<file path="src/rtl/stopwatch_pkg.sv">
// Shared constants for the stopwatch sequencing controller: state encoding,
// preset field width and default wrap limits.
package stopwatch_pkg;

   localparam int STATE_W  = 3;
   localparam int PRESET_W = 6;

   localparam int MIN_MAX_DEF       = 59;
   localparam int SEC_MAX_DEF       = 59;
   localparam int REPEAT_DELAY_DEF  = 50_000_000;
   localparam int REPEAT_PERIOD_DEF = 10_000_000;

   localparam logic [STATE_W-1:0] ST_IDLE  = 3'd0;
   localparam logic [STATE_W-1:0] ST_PROG  = 3'd1;
   localparam logic [STATE_W-1:0] ST_RUN   = 3'd2;
   localparam logic [STATE_W-1:0] ST_PAUSE = 3'd3;
   localparam logic [STATE_W-1:0] ST_DONE  = 3'd4;

   // Increment with wrap to zero once the field reaches its limit.
   function automatic logic [PRESET_W-1:0] wrap_inc(input logic [PRESET_W-1:0] v,
                                                    input logic [PRESET_W-1:0] max_v);
      return (v >= max_v) ? '0 : v + 1'b1;
   endfunction

endpackage

</file>
<file path="src/rtl/stopwatch_ctrl_btn_edge.sv">
// Rising-edge detector for a debounced button level. History resets to 1 so a
// button held through reset release does not produce an event.
module btn_edge (
   input  logic clock,
   input  logic rst_n,
   input  logic level,
   output logic rise
);

   logic r_prev;

   always_ff @(posedge clock or negedge rst_n) begin
      if (!rst_n) r_prev <= 1'b1;
      else        r_prev <= level;
   end

   assign rise = level & ~r_prev;

endmodule

</file>
<file path="src/rtl/stopwatch_ctrl.sv">
// Stopwatch sequencing controller: buttons/switches -> run/load/clear commands,
// preset programming, capture and beep pulses.
// Optional auto-repeat of the inc button in PROG: STOPWATCH_CTRL_AUTOREPEAT_EN.
//
// state | meaning
// IDLE  | stopped, waiting for start or programming request
// PROG  | editing preset minutes:seconds
// RUN   | datapath counting
// PAUSE | counting suspended, time held
// DONE  | countdown expired, waiting for acknowledge
module stopwatch_ctrl
   import stopwatch_pkg::*;
#(
   parameter int MIN_MAX       = MIN_MAX_DEF,
   parameter int SEC_MAX       = SEC_MAX_DEF,
   parameter int REPEAT_DELAY  = REPEAT_DELAY_DEF,
   parameter int REPEAT_PERIOD = REPEAT_PERIOD_DEF
) (
   input  logic                clock,
   input  logic                rst_n,
   input  logic                btn_startstop,
   input  logic                btn_inc,
   input  logic                btn_clear,
   input  logic                sw_prog,
   input  logic                sw_up,
   input  logic                sw_min,
   input  logic                zero,
   output logic                run,
   output logic                dir_up,
   output logic                load,
   output logic                clear,
   output logic [PRESET_W-1:0] preset_min,
   output logic [PRESET_W-1:0] preset_sec,
   output logic                capture,
   output logic                beep,
   output logic [STATE_W-1:0]  state_out
);

   localparam logic [PRESET_W-1:0] MIN_LIM = PRESET_W'(MIN_MAX);
   localparam logic [PRESET_W-1:0] SEC_LIM = PRESET_W'(SEC_MAX);

   logic [STATE_W-1:0]  r_state;
   logic                r_run, r_dir_up, r_load, r_clear, r_capture, r_beep;
   logic [PRESET_W-1:0] r_preset_min, r_preset_sec;
   logic                w_ss_rise, w_inc_rise, w_clr_rise, w_inc_evt, w_preset_nz;

   btn_edge u_edge_ss  (.clock(clock), .rst_n(rst_n), .level(btn_startstop), .rise(w_ss_rise));
   btn_edge u_edge_inc (.clock(clock), .rst_n(rst_n), .level(btn_inc),       .rise(w_inc_rise));
   btn_edge u_edge_clr (.clock(clock), .rst_n(rst_n), .level(btn_clear),     .rise(w_clr_rise));

`ifdef STOPWATCH_CTRL_AUTOREPEAT_EN
   localparam logic [31:0] REP_DLY_LD = 32'(REPEAT_DELAY - 1);
   localparam logic [31:0] REP_PER_LD = 32'(REPEAT_PERIOD - 1);

   logic [31:0] r_rep_cnt;
   logic        r_rep_armed;
   logic        w_rep_fire;

   assign w_rep_fire = r_rep_armed && (r_rep_cnt == '0) && btn_inc && (r_state == ST_PROG);

   // Armed by the inc edge; first terminal count after the delay, then per period.
   always_ff @(posedge clock or negedge rst_n) begin
      if (!rst_n) begin
         r_rep_cnt   <= '0;
         r_rep_armed <= 1'b0;
      end else if (r_state != ST_PROG || !btn_inc) begin
         r_rep_cnt   <= '0;
         r_rep_armed <= 1'b0;
      end else if (w_inc_rise) begin
         r_rep_cnt   <= REP_DLY_LD;
         r_rep_armed <= 1'b1;
      end else if (r_rep_armed) begin
         r_rep_cnt <= (r_rep_cnt == '0) ? REP_PER_LD : r_rep_cnt - 1'b1;
      end
   end

   assign w_inc_evt = w_inc_rise | w_rep_fire;
`else
   logic w_unused_rep;
   assign w_unused_rep = ^{REPEAT_DELAY, REPEAT_PERIOD};
   assign w_inc_evt    = w_inc_rise;
`endif

   assign w_preset_nz = (r_preset_min != '0) || (r_preset_sec != '0);

   always_ff @(posedge clock or negedge rst_n) begin
      if (!rst_n) begin
         r_state      <= ST_IDLE;
         r_run        <= 1'b0;
         r_dir_up     <= 1'b1;
         r_load       <= 1'b0;
         r_clear      <= 1'b0;
         r_capture    <= 1'b0;
         r_beep       <= 1'b0;
         r_preset_min <= '0;
         r_preset_sec <= '0;
      end else begin
         r_load    <= 1'b0;
         r_clear   <= 1'b0;
         r_capture <= 1'b0;
         r_beep    <= 1'b0;
         case (r_state)
            ST_IDLE: begin
               if (sw_prog) begin
                  r_state <= ST_PROG;
               end else if (w_ss_rise) begin
                  if (sw_up) begin
                     r_dir_up <= 1'b1;
                     r_clear  <= 1'b1;
                     r_run    <= 1'b1;
                     r_state  <= ST_RUN;
                  end else if (w_preset_nz) begin
                     r_dir_up <= 1'b0;
                     r_load   <= 1'b1;
                     r_run    <= 1'b1;
                     r_state  <= ST_RUN;
                  end
               end
            end
            ST_PROG: begin
               if (w_clr_rise) begin
                  r_preset_min <= '0;
                  r_preset_sec <= '0;
               end else if (w_inc_evt) begin
                  if (sw_min) r_preset_min <= wrap_inc(r_preset_min, MIN_LIM);
                  else        r_preset_sec <= wrap_inc(r_preset_sec, SEC_LIM);
               end
               if (!sw_prog) r_state <= ST_IDLE;
            end
            ST_RUN: begin
               if (w_clr_rise) begin
                  r_clear <= 1'b1;
                  r_run   <= 1'b0;
                  r_state <= ST_IDLE;
               end else if (zero && !r_dir_up) begin
                  r_beep  <= 1'b1;
                  r_run   <= 1'b0;
                  r_state <= ST_DONE;
               end else if (w_ss_rise) begin
                  r_capture <= r_dir_up;
                  r_run     <= 1'b0;
                  r_state   <= ST_PAUSE;
               end
            end
            ST_PAUSE: begin
               if (w_clr_rise) begin
                  r_clear <= 1'b1;
                  r_state <= ST_IDLE;
               end else if (w_ss_rise) begin
                  r_run   <= 1'b1;
                  r_state <= ST_RUN;
               end
            end
            ST_DONE: begin
               if (w_ss_rise || w_clr_rise) begin
                  r_clear <= 1'b1;
                  r_state <= ST_IDLE;
               end
            end
            default: begin
               r_run   <= 1'b0;
               r_state <= ST_IDLE;
            end
         endcase
      end
   end

   assign run        = r_run;
   assign dir_up     = r_dir_up;
   assign load       = r_load;
   assign clear      = r_clear;
   assign capture    = r_capture;
   assign beep       = r_beep;
   assign preset_min = r_preset_min;
   assign preset_sec = r_preset_sec;
   assign state_out  = r_state;

endmodule

</file>
<file path="config.mk">
export PLATFORM = sky130hd
export DESIGN_NAME = stopwatch_ctrl
export DESIGN_NICKNAME = d
export VERILOG_FILES = /design/src/rtl/stopwatch_pkg.sv /design/src/rtl/stopwatch_ctrl_btn_edge.sv /design/src/rtl/stopwatch_ctrl.sv
export SDC_FILE = /design/constraint.sdc
export NUM_CORES = 1
export LEC_CHECK = 0
export BUFFER_PORTS_ARGS = -buffer_cell sky130_fd_sc_hd__buf_2
export CAP_MARGIN = 20
export CORE_ASPECT_RATIO = 1.4
export CORE_MARGIN = 2
export CORE_UTILIZATION = 52
export DETAILED_ROUTE_END_ITERATION = 10
export MAX_ROUTING_LAYER = met4
export PLACE_DENSITY = 0.77
export SYNTH_ARGS = -nofsm -noshare
export SYNTH_HDL_FRONTEND = slang
export SYNTH_SLANG_ARGS = --single-unit
</file>
<file path="constraint.sdc">
create_clock -name clock -period 2.55 [get_ports clock]
set_clock_uncertainty 0.1 [all_clocks]
set_input_delay 0 -clock clock [delete_from_list [all_inputs] [get_ports clock]]
set_output_delay 0 -clock clock [all_outputs]
set_load 0.1 [all_outputs]
</file>
After elaboration in Yosys (flattened, before gate mapping)
Index checks and enable logic that the tools add are counted.
Word-level totals
  bits in registers: 24
  input port bits: 9
  output and inout port bits: 21
  logic and storage cells: 107
Operators by class
  $add $sub $neg: 2
  $lt $le $gt $ge: 2
  equal/unequal tests: 16
  multiplexer cells: 50
  bitwise operators: 8
  reductions and logical operators: 17
Operator list (number)
  two-way mux 6 bit: 8
  two-way mux 3 bit: 11
  two-way mux 1 bit: 28
  one-hot mux 3 bit (5 select lines): 1
  adder 6 x 1 -> 6 bit, second input constant: 2
  >= comparator 6 bit, second input constant: 2
  inequality test 2 bit, second input constant: 6
  nonzero test 6 bit: 2
  inequality test 3 bit, second input constant: 3
  inequality test 4 bit, second input constant: 2
  AND reduction 7 bit: 1
  == test 3 x 2 -> 1 bit, second input constant: 2
  AND reduction 3 bit: 2
  AND reduction 6 bit: 1
  nonzero test 2 bit: 3
  inverter 1 bit: 5
  one-hot mux 1 bit (4 select lines): 1
  AND reduction 4 bit: 1
  OR reduction 2 bit: 2
  AND 1 bit: 3
  == test 3 x 1 -> 1 bit, second input constant: 1
  == test 3 bit, second input constant: 1
  logical NOT 3 bit: 1
  one-hot mux 1 bit (3 select lines): 1
  4 further kinds: 5

Depth between registers and ports, before layout
  word-level depth: 7
  mapped depth: 7
  depth with buffers taken out: 7

Hierarchy
From an unflattened synthesis, not the netlist that was laid out.
Second synthesis, totals
  cell total of the unflattened synthesis: 144
  area total of the unflattened synthesis: 1388.8 µm²
Modules (own cells, without submodules)
  stopwatch_ctrl: instances 1, cells an instance 138, area an instance 1268.7 µm², sequential area each 526.8 µm²
  btn_edge: instances 3, cells an instance 2, area an instance 40.0 µm², sequential area each 26.3 µm²

Worst setup path after synthesis
Ideal clock, no wire load.
  path type: register to register
  from: register r_state[1] (netlist: state_out[1])
  to: register r_state[1] (netlist: state_out[1])
  setup time: 125 ps
  arrival: 2157 ps
  required time: 2325 ps
  slack: 168 ps
  cell stages (with the launch flop): 7
  path buffers: 1
  period minus slack after synthesis: 2382 ps
  path through: dfrtp_1 -> buf_2 -> nor2_1 -> a21oi_2 -> o221ai_1 -> o21bai_2 -> mux2_4
Between the ends
  longest elaborated chain between the ends: 3
  elaborated cells on any way between the ends: 13
  those cells by class: eq/ne (10); mux (1); reduce/logical (2)
Ends and longest elaborated chain
  start: declaration: line stopwatch_ctrl.sv:42  | logic [STATE_W-1:0] r_state;
  start signal: assignment: line stopwatch_ctrl.sv:88  | r_state <= ST_IDLE;
  start signal: assignment: line stopwatch_ctrl.sv:105  | r_state <= ST_PROG;
  start signal: assignment: line stopwatch_ctrl.sv:111  | r_state <= ST_RUN;
  == test 3 x 2 -> 1 bit, or another cell as far along: line stopwatch_ctrl.sv:102  | case (r_state)
  inequality test 4 bit (no line), or another cell as far along
  AND reduction 6 bit (no line)
Several ways; a longest one is shown, not always the timed one.
A chain may end at the register's enable or synchronous reset.

Worst setup path after layout
  from: register r_preset_min[0] (netlist: preset_min[0])
  to: register r_state[1] (netlist: state_out[1])
Between the ends
  longest elaborated chain between the ends: 4
Ends and longest elaborated chain
  start: declaration: line stopwatch_ctrl.sv:44  | logic [PRESET_W-1:0] r_preset_min, r_preset_sec;
  start signal: assignment: line stopwatch_ctrl.sv:125  | if (sw_min) r_preset_min <= wrap_inc(r_preset_min, MIN_LIM);
  nonzero test 6 bit: line stopwatch_ctrl.sv:84  | assign w_preset_nz = (r_preset_min != '0) || (r_preset_sec != '0);
  logical OR 1 bit: line stopwatch_ctrl.sv:84
  inequality test 4 bit (no line)
  AND reduction 6 bit (no line)
No other way between the ends.

==> metrics.md <==
| Metric | Value |
|---|---|
| Number of DRC markers in iteration 0 | `between 50 and 60` |
| I/O pin count | `30` |
| Yosys warns | `0` |
| Post-CTS sizing | `0` |
| Largest cells by area after synthesis | `dfrtp_1, dfstp_2, nand2_1` |
| CTS Hold Bufs | `6` |
| Placed Instances | `200` |
| Register area share after synthesis | `0.461` |
| Final Max Tran Viols | `0` |
| Setup TNS | `0 ns` |
| FMAX | `approximately 490 MHz` |
| Worst-path clk slew | `0.13 ns` |
| Setup violators final | `0` |
| Largest area contributor in the netlist | `dfrtp_1` |
| WL per Instance | `about 15 um` |
| Clock Latency Late Sink | `between 0.3 and 0.4 ns` |
| CORE AREA | `2390 um2` |
| Netlist area before placement | `about 1300 um2` |
| Diodes inserted | `0` |
| Max H-tree Level | `1` |
| CP Launch Type | `register` |
| Critical path type | `reg -> reg` |
| Hold Crit Class | `in -> reg` |
| Gp weighted congestion | `approximately 0.9` |
| Drt total wl | `roughly 3000 um` |
| Synth cell types | `46` |
| Largest net degree at the start of global routing | `25` |
| Clock tree buffer depth | `2` |
| Ys async rst share | `1.00` |
| Tcrit/Tclk final | `0.801` |
| Initial Util | `0.549` |
| Ys flop type | `dfrtp_1` |
| Total grt overflow | `0` |
| Die height | `63.4 um` |
| Proportion of layout cells with a drive suffix above 1 | `0.256` |
| Unrepaired setup endpoints after global routing | `false` |
| CTS tree | `built` |
| All-Layer GR Usage | `0.255` |
| Crit path max fanout | `4` |
| Post-synth EDFFs | `0` |
| Global-route wire length before repair | `around 5500 um` |
| Routed via count | `about 1.2k` |
| Num rows | `21` |
| Vias per Instance | `5.69` |
| Status | `finished, final reports clean` |
| Flops & latches, synth | `24` |
| Clk sink count | `24` |
| Min Tclk post-route | `slightly above 2 ns` |
| Initial DRT Pass Iterations | `4` |
| Post-CTS setup buffers | `0` |
| Antenna violations before repair | `0` |
| Critical Path RT | `approximately 2.7 ns` |
| Synthesized area per cell | `approximately 9.3 um2` |
| FILL cells | `approximately 200` |
| Worst EP arrival | `2.15 ns` |
| Via count of the first global-routing pass | `roughly 1.3k` |
| Root Buffer | `clkbuf_4` |
| DP Area | `1480 um2` |
| Syn Nets | `about 150` |
| Final instance area | `~1600 um2` |
| Final non-filler cell total | `210` |
| Nets | `190` |
| CTS buffer count | `3` |
| Antenna viol nets, final | `0` |
| Number of max-cap violations | `0` |
| Die Span X | `46.5 um` |
| Worst Tran Pin Value | `0.569 ns` |
| Hold Vio Cnt, Final | `0` |
| Cells after Synth | `roughly 140` |
| Die area | `approximately 2900 um2` |
| DRC viols | `0` |
| Layout overhead on the synthesized area | `21.0%` |
| Synth top area share | `0.381` |
| FF-to-FF setup slack | `0.51 ns` |
| Port bufs | `29` |
| CP Capture Type | `register` |
| Detailed placement HPWL | `about 2200 um` |
| Rel. slew slack | `0.621` |
==> synthesized netlist by cell type (2+ instances only) <==
cell type	n
a21oi_1	6
a2bb2oi_1	2
and3_1	2
and3b_1	2
buf_2	2
dfrtp_1	20
dfstp_2	4
ha_1	4
inv_1	8
nand2_1	19
nand2b_1	3
nand3_1	3
nor2_1	13
nor2b_1	3
nor3_1	3
nor4_1	3
o2111ai_1	2
o21ai_0	13
o21ai_1	2
==> logic make-up (layout without fill, tap and decap cells) <==
group	after synthesis	count (layout)	share of synthesized area
compound gates	39	39	0.200
fa+ha+maj	4	4	0.0381
buf+inv	12	47	0.0419
flops	24	24	0.461
mux	1	1	0.0114
simple gates	61	61	0.247
==> through the flow <==
step	setup slack, ns	utilization	hold WS (ns)
after global routing	0.379	0.664	0.000774
after floorplan	0.168	-	-0.396
after CTS	0.535	0.664	0.00251
after detailed placement	0.550	0.617	-0.0863
after global placement	0.657	0.617	-0.0943
final	0.508	0.664	0.0144
==> path summary, 6_finish.rpt <==
check | to | cells past startpoint | start
setup reg to reg | state_out[1] | 7 | preset_min[0]
max in group asynchronous | u_edge_inc.r_prev | 2 | rst_n
hold / removal | state_out[0] | 4 | sw_prog
hold reg to reg | run | 1 | run
setup / recovery | state_out[1] | 7 | preset_min[0]
min in group asynchronous | clear | 2 | rst_n
==> per-layer routing <==
layer,part of all wire,vias up,track usage
met5,0,-,-
met4,0.024,0,0.0929
li1,-,574,-
met2,0.54,35,0.431
met3,0.041,8,0.0344
met1,0.40,577,0.295
==> final cells by class <==
type / instances / area, um2 / area share
flip-flops and latches: 24 / 606 / 0.381
inverters: 8 / 30.0 / 0.0189
multi-input cells: 105 / 652 / 0.411
well taps: 34 / 42.5 / 0.0268
repair buffers: 35 / 205 / 0.129
clock buffers: 3 / 22.5 / 0.0142
clock inverters: 1 / 30.0 / 0.0189
==> critical path: stages (launching register included) <==
cell and delay, ns:
dfrtp_1 0.43, inv_1 0.11, ha_1 0.15, nor4b_1 0.24, nand4b_1 0.20, o21a_1 0.25, o21bai_2 0.16, mux2_4 0.31
==> layout by cell type, fill, tap and decap left out, types with 2 or more instances in the layout <==
cell type,n
nand3_1,3
buf_2,29
nand2b_1,3
a2bb2oi_1,2
nor2_1,13
nor4_1,3
dfstp_2,4
clkbuf_4,3
nor3_1,3
and3_1,2
nand2_1,19
inv_1,8
dlygate4sd3_1,6
a21oi_1,6
ha_1,4
nor2b_1,3
o21ai_1,2
o21ai_0,13
dfrtp_1,20
o2111ai_1,2
and3b_1,2
Power is not shown: default switching activity piles up to over one toggle a cycle in this logic, so the estimate is an artifact.
